===== config.mk =====
export PLATFORM = sky130hd
export DESIGN_NAME = oneshot_pipe_sched
export DESIGN_NICKNAME = d
export VERILOG_FILES = /design/src/rtl/oneshot_sched_pkg.sv /design/src/rtl/oneshot_delay_line.sv /design/src/rtl/oneshot_pipe_sched.sv
export SDC_FILE = /design/constraint.sdc
export NUM_CORES = 1
export LEC_CHECK = 0
export BUFFER_PORTS_ARGS = -buffer_cell sky130_fd_sc_hd__buf_2
export CAP_MARGIN = 30
export CELL_PAD_IN_SITES_DETAIL_PLACEMENT = 1
export CELL_PAD_IN_SITES_GLOBAL_PLACEMENT = 2
export CORE_AREA = 2 2 70 72
export DETAILED_ROUTE_END_ITERATION = 7
export DIE_AREA = 0 0 72 74
export GPL_TIMING_DRIVEN = 0
export HOLD_SLACK_MARGIN = 0.1
export PLACE_DENSITY_LB_ADDON = 0.1
export SLEW_MARGIN = 40
export SYNTH_ARGS = -nofsm -noshare
export SYNTH_HDL_FRONTEND = slang
export SYNTH_HIERARCHICAL = 1
export SYNTH_SLANG_ARGS = --single-unit

===== constraint.sdc =====
create_clock -name clk -period 2.9 [get_ports clk]
set_clock_uncertainty 0.15 [all_clocks]
set_input_delay 0.58 -clock clk [delete_from_list [all_inputs] [get_ports clk]]
set_output_delay 0.58 -clock clk [all_outputs]
set_load 0.05 [all_outputs]

===== src/rtl/oneshot_sched_pkg.sv =====
// oneshot_sched_pkg: shared types and helpers for the one-shot pipe scheduler.
// Latency: n/a (types and pure functions only).
// Backpressure: n/a.
// Contents: scheduler state enum, round-robin pick returning a one-hot grant,
// and a one-hot to index encoder. Functions work on MAX_REQ-wide vectors so
// one definition serves every legal NREQ (2..16).
package oneshot_sched_pkg;

  localparam int MAX_REQ = 16;
  localparam int MAX_IDW = 4;

  typedef enum logic [1:0] {
    ST_ARMED  = 2'd0,
    ST_ISSUE  = 2'd1,
    ST_FLIGHT = 2'd2,
    ST_DONE   = 2'd3
  } sched_state_e;

  // First set bit of req scanning upward from ptr, wrapping at nreq.
  // ptr must be < nreq; bits at or above nreq are ignored.
  function automatic logic [MAX_REQ-1:0] rr_pick(input logic [MAX_REQ-1:0] req,
                                                 input logic [MAX_IDW-1:0] ptr,
                                                 input int nreq);
    logic [MAX_REQ-1:0] gnt;
    logic               found;
    int                 idx;
    gnt   = '0;
    found = 1'b0;
    idx   = 0;
    for (int i = 0; i < MAX_REQ; i++) begin
      if (i < nreq) begin
        idx = int'(ptr) + i;
        if (idx >= nreq) idx = idx - nreq;
        if (!found && req[idx[MAX_IDW-1:0]]) begin
          gnt[idx[MAX_IDW-1:0]] = 1'b1;
          found = 1'b1;
        end
      end
    end
    return gnt;
  endfunction

  function automatic logic [MAX_IDW-1:0] onehot_idx(input logic [MAX_REQ-1:0] oh);
    logic [MAX_IDW-1:0] idx;
    idx = '0;
    for (int i = 0; i < MAX_REQ; i++) begin
      if (oh[i]) idx = MAX_IDW'(i);
    end
    return idx;
  endfunction

endpackage


===== src/rtl/oneshot_delay_line.sv =====
// oneshot_delay_line: plain DEPTH-stage shift register carrying the epoch token.
// Latency: d to q is DEPTH cycles.
// Backpressure: none; shifts every cycle.
// Ports: clk, rst (sync, active-high), d (stage-0 input), q (tail, stage DEPTH-1).
module oneshot_delay_line #(
  parameter int DEPTH = 3
) (
  input  logic clk,
  input  logic rst,
  input  logic d,
  output logic q
);

  logic [DEPTH-1:0] stage_q;

  generate
    if (DEPTH == 1) begin : g_single
      always_ff @(posedge clk) begin
        if (rst) stage_q <= '0;
        else     stage_q <= d;
      end
    end else begin : g_multi
      always_ff @(posedge clk) begin
        if (rst) stage_q <= '0;
        else     stage_q <= {stage_q[DEPTH-2:0], d};
      end
    end
  endgenerate

  assign q = stage_q[DEPTH-1];

endmodule


===== src/rtl/oneshot_pipe_sched.sv =====
// oneshot_pipe_sched: round-robin scheduler granting one injection per epoch
//   into a shared single-shot delay line, then locking out until re-armed.
// Latency: req sampled at edge t -> gnt/pipe_in cycle t+1 -> pipe_out cycle
//   t+1+DEPTH -> done from cycle t+2+DEPTH.
// Backpressure: none queued; losing requesters must hold req for a later epoch,
//   and req is ignored entirely outside ARMED.
// Ports: clk, rst (sync, active-high); req_i[NREQ] level requests; rearm_i
//   epoch re-open pulse (DONE only); gnt_o one-hot grant pulse; winner_o last
//   granted index; pipe_in_o / pipe_out_o delay-line head / tail; busy_o
//   (ISSUE, FLIGHT); done_o (DONE).
// Optional: define ONESHOT_SCHED_SVA_EN to compile embedded assertions and the
//   rearm pulse assumption; behaviour is identical either way.
module oneshot_pipe_sched
  import oneshot_sched_pkg::*;
#(
  parameter int NREQ  = 4,
  parameter int DEPTH = 3,
  parameter int IDW   = $clog2(NREQ)
) (
  input  logic            clk,
  input  logic            rst,
  input  logic [NREQ-1:0] req_i,
  input  logic            rearm_i,
  output logic [NREQ-1:0] gnt_o,
  output logic [IDW-1:0]  winner_o,
  output logic            pipe_in_o,
  output logic            pipe_out_o,
  output logic            busy_o,
  output logic            done_o
);

  localparam int CNTW = $clog2(DEPTH + 1);

  sched_state_e       state_q;
  logic [NREQ-1:0]    gnt_q;
  logic [IDW-1:0]     winner_q;
  logic [IDW-1:0]     rr_ptr_q;
  logic               pipe_in_q;
  logic               busy_q;
  logic               done_q;
  logic [CNTW-1:0]    cnt_q;

  logic [MAX_REQ-1:0] pick_full;
  logic [NREQ-1:0]    pick_oh_d;
  logic [IDW-1:0]     pick_idx_d;
  logic [IDW-1:0]     rr_ptr_d;

  // Candidate grant, only consumed when ARMED sees a request.
  always_comb begin
    pick_full  = rr_pick(MAX_REQ'(req_i), MAX_IDW'(rr_ptr_q), NREQ);
    pick_oh_d  = pick_full[NREQ-1:0];
    pick_idx_d = IDW'(onehot_idx(pick_full));
    rr_ptr_d   = (pick_idx_d == IDW'(NREQ - 1)) ? '0 : pick_idx_d + IDW'(1);
  end

  // All outputs are registered on the transition into the state that owns them.
  always_ff @(posedge clk) begin
    if (rst) begin
      state_q   <= ST_ARMED;
      gnt_q     <= '0;
      winner_q  <= '0;
      rr_ptr_q  <= '0;
      pipe_in_q <= 1'b0;
      busy_q    <= 1'b0;
      done_q    <= 1'b0;
      cnt_q     <= '0;
    end else begin
      case (state_q)
        ST_ARMED: begin
          if (|req_i) begin
            state_q   <= ST_ISSUE;
            gnt_q     <= pick_oh_d;
            winner_q  <= pick_idx_d;
            rr_ptr_q  <= rr_ptr_d;
            pipe_in_q <= 1'b1;
            busy_q    <= 1'b1;
          end
        end
        ST_ISSUE: begin
          state_q   <= ST_FLIGHT;
          gnt_q     <= '0;
          pipe_in_q <= 1'b0;
          cnt_q     <= '0;
        end
        ST_FLIGHT: begin
          // cnt reaches DEPTH-1 in the cycle the token sits at the tail.
          if (cnt_q == CNTW'(DEPTH - 1)) begin
            state_q <= ST_DONE;
            busy_q  <= 1'b0;
            done_q  <= 1'b1;
          end else begin
            cnt_q <= cnt_q + CNTW'(1);
          end
        end
        ST_DONE: begin
          if (rearm_i) begin
            state_q <= ST_ARMED;
            done_q  <= 1'b0;
          end
        end
        default: state_q <= ST_ARMED;
      endcase
    end
  end

  oneshot_delay_line #(
    .DEPTH (DEPTH)
  ) u_delay_line (
    .clk (clk),
    .rst (rst),
    .d   (pipe_in_q),
    .q   (pipe_out_o)
  );

  assign gnt_o     = gnt_q;
  assign winner_o  = winner_q;
  assign pipe_in_o = pipe_in_q;
  assign busy_o    = busy_q;
  assign done_o    = done_q;

`ifdef ONESHOT_SCHED_SVA_EN
  // Remembers that this epoch's token already left the tail.
  logic fired_q;
  always_ff @(posedge clk) begin
    if (rst)                                fired_q <= 1'b0;
    else if (pipe_out_o)                    fired_q <= 1'b1;
    else if (rearm_i && state_q == ST_DONE) fired_q <= 1'b0;
  end

  a_gnt_onehot0: assert property (@(posedge clk) disable iff (rst)
    $onehot0(gnt_q));
  a_single_pulse: assert property (@(posedge clk) disable iff (rst)
    pipe_out_o |-> !fired_q);
  a_gnt_to_out: assert property (@(posedge clk) disable iff (rst)
    (gnt_q != '0) |-> ##DEPTH pipe_out_o);
  a_done_idle: assert property (@(posedge clk) disable iff (rst)
    done_q |-> !busy_q);
  m_rearm_pulse: assume property (@(posedge clk) disable iff (rst)
    rearm_i |=> !rearm_i);
`endif

endmodule


==> flow_summary.json <==
{
  "worst_pin_slew_ps": 797.5,
  "p_int_uw": 1025,
  "portBuffers": 16,
  "place_congestion": 0.7956,
  "crit_type": "flip-flop to flip-flop",
  "hold_viol_final": 0,
  "grt_pass1_wl_um": 5982,
  "relSlewSlack_pct": 46.27,
  "r2r_cells": 10,
  "vias_per_cell": 5.221,
  "numCtsBuffers": 3,
  "drt-initial-drc-count": 29,
  "whs_path_depth": 1,
  "worstPathMaxFanout": 6,
  "worst_ep_arrival_time_ps": 2870,
  "start_kind": "flip-flop",
  "cts-root-buf": "clkbuf_8",
  "clk_pin_slew_ps": 70,
  "r2r-end": "rr_ptr_q[1]",
  "cts_tree": "yes",
  "die_width_um": 72,
  "crit_path_end_kind": "flip-flop",
  "fin_crit_sh_pct": 99.08,
  "die_area_um2": 5328,
  "cp_slowest_cell": "or4_4",
  "synth.net_count": 175,
  "fin_crit_ps": 2873,
  "grt_pass1_vias": 1210,
  "drc": 0,
  "worstHoldPathType": "flip-flop to flip-flop",
  "ios": 17,
  "cts_hold_buf": 0,
  "start_util_pct": 29.63,
  "hold_end": "u_delay_line/stage_q[2]",
  "ys_types": 44,
  "async_flop_share_pct": 0,
  "worstPathRequired_ps": 2900,
  "r2r_slack_ps": 30,
  "hp-start": "u_delay_line/stage_q[1]",
  "avgSynthCellArea_um2": 8.848,
  "synth-edff-count": 0,
  "synth_top_cell_by_area": "dfxtp_1",
  "grt_max_degree": 11,
  "cp_cell_sequence": "buf_12, clkinvlp_4, ha_4, a21bo_4, a2bb2oi_4, or4_4, nand4_1, o32ai_4, or3_1, a41o_1",
  "setup_tns_ps": 0,
  "synth_area_um2": 1363,
  "synthesis.yosys.warnings": 6,
  "synth_flop_cell": "dfxtp_1",
  "post-dp-hpwl_um": 2851,
  "fmax_mhz": 348.0,
  "rows": 25,
  "cap_viol_max_count": 0,
  "yosysTopAreaCellShare_pct": 26.45,
  "power_density_nw_per_um2": 1042,
  "setup_viol": 0,
  "peakVddDrop_v": 0.0003757,
  "synthTopCellsByCount": "nor2_1 (20), dfxtp_1 (18), ha_1 (14), nand2_1 (12), a21oi_1 (9)",
  "cpLargestDelayFamily": "simple AND/OR/NAND/NOR gates",
  "p_switching_uw": 853.6,
  "netSwitchingFraction_pct": 45.45,
  "power.share.sequential_pct": 20.2,
  "antenna_found_initial": 0,
  "power_uw": 1878,
  "synth_most_common_cell": "nor2_1",
  "setup_ws_ps": 26.67,
  "postSynthCellCount": 154,
  "insertion_delay_ps": 250,
  "slew_viol_final": 0,
  "ys_seq_area_share_pct": 26.45,
  "die_h_um": 74,
  "coreArea_um2": 4598,
  "cp_num_buf_inv": 2,
  "totalWireLength_um": 3763,
  "fin_nets": 208,
  "cp_slowest_stage_delay_ps": 430,
  "antenna_cells": 0,
  "htreeDepth": 1,
  "power.share.clock_pct": 10.9,
  "drive_gt1_share_pct": 33.87,
  "place_ws_ps": -249.7,
  "clockBufferDepth": 2,
  "synth.ff_latch_count": 18,
  "synthTopCellsByArea": "dfxtp_1 (26%), ha_1 (13%), nor2_1 (5.5%)",
  "overflow": 0,
  "rsz0062_at_grt": "yes",
  "power.leakage_uw": 0.0007531,
  "dr_total_vias": 1253,
  "ant_nets": 0,
  "wire_per_inst_um": 15.68,
  "drt_pass1_iterations": 4,
  "grtUsageTotal_pct": 14.54,
  "clock-sinks": 18,
  "pwr-share-comb_pct": 68.9,
  "status": "completed",
  "syn2layout_area_growth_pct": 32.32,
  "timing.rr.start": "rr_ptr_q[0]"
}
[per-layer routing]
layer / vias up / share of wire (%) / routed length, µm / global-route usage (%)
met5: - / 0 / 0 / 0
met4: 0 / 0.21 / 8 / 2.306
met3: 2 / 3.0 / 113 / 2.846
met2: 22 / 49 / 1828 / 24.18
met1: 599 / 48 / 1812 / 20.05
li1: 630 / - / - / -
[layout by cell type, fill, tap and decap left out, drive strengths merged, types with 2 or more instances in the layout]
| cell type | instances |
|---|---|
| o211a | 2 |
| o211ai | 3 |
| nor3 | 4 |
| a211oi | 3 |
| nand4 | 6 |
| buf | 31 |
| a22oi | 4 |
| or4 | 2 |
| and3 | 2 |
| a21oi | 9 |
| o21ai | 4 |
| nand3 | 5 |
| inv | 6 |
| nand2b | 4 |
| nor2 | 20 |
| dfxtp | 18 |
| nor2b | 8 |
| nor4 | 2 |
| mux2 | 2 |
| clkbuf | 5 |
| nand2 | 12 |
| mux2i | 5 |
| ha | 14 |
| or3 | 3 |
[power by group through the flow]
| stage | registers [µW] | clock network, µW | logic, µW |
|---|---|---|---|
| floorplan | 495 | 0 | 636 |
| global placement | 372 | 0 | 964 |
| detailed placement | 379 | 0 | 980 |
| CTS | 379 | 214 | 1100 |
| global route | 393 | 222 | 1410 |
| finish | 379 | 205 | 1290 |
[worst reg2reg max path: cells and delay by family, from the launching register on]
family	cells	cell delay [ps]
buffers and inverters	2	240
and+or+nand+nor	3	950
DFF	1	390
adders and majority gates	1	310
AOI/OAI and AO/OA	4	740
[final cells by class]
cell class,count,area (µm²)
Multi-Input combinational cell,125,1054
Inverter,7,30.03
Clock buffer,4,55.05
Sequential cell,18,367.9
Tap cell,54,67.56
Timing Repair Buffer,28,182.7
Fill cell,548,2795
Buffer,4,46.29
[sequential cells by signal (all words and copies together), names as in the netlist]
name	flops
busy_o	1
cnt_q	2
done_o	1
gnt_o	4
pipe_in_o	1
rr_ptr_q	2
state_q	2
u_delay_line/stage_q	3
winner_o	2
[how the worst max path moves through the flow]
| stage | cells after the start | slack [ps] | from | endpoint |
|---|---|---|---|---|
| 3_3_place_gp | 9 | -210 | rr_ptr_q[1] | rr_ptr_q[1] |
| 4_1_cts | 8 | 5 | rr_ptr_q[0] | rr_ptr_q[1] |
| 3_5_place_dp | 9 | -250 | rr_ptr_q[1] | rr_ptr_q[1] |
| 5_1_grt | 10 | -80 | rr_ptr_q[0] | rr_ptr_q[1] |
| 6_report | 10 | 30 | rr_ptr_q[0] | rr_ptr_q[1] |
| 2_1_floorplan | 9 | 50 | rr_ptr_q[0] | rr_ptr_q[1] |
[cells by family (layout without fill, tap and decap cells)]
| family | count (synthesis) | count (layout) | synth area share (%) |
|---|---|---|---|
| mux | 8 | 8 | 8.081 |
| buf+inv | 11 | 43 | 4.408 |
| simple gates | 72 | 72 | 31.13 |
| flops | 18 | 18 | 26.45 |
| compound gates | 31 | 31 | 17.08 |
| fa+ha+maj | 14 | 14 | 12.86 |
[metrics by stage]
step / utilization [%] / cells / hold slack, ps / instance area, µm²
final: 39.21 / 240 / 292.4 / 1803
after global routing: 39.21 / 240 / 327.9 / 1803
after CTS: 36.05 / 234 / 297.7 / 1658
after detailed placement: 32.84 / 224 / 279.6 / 1510
after global placement: 32.84 / 224 / 279.9 / 1510
after floorplan: - / 154 / 263.8 / 1363
[what timing repair did]
action	CTS	global route
pin swaps	0	11
setup endpoints to repair	3	4
buffers inserted	6	6
resized for setup	11	14
(Power assumes the default switching activity.)
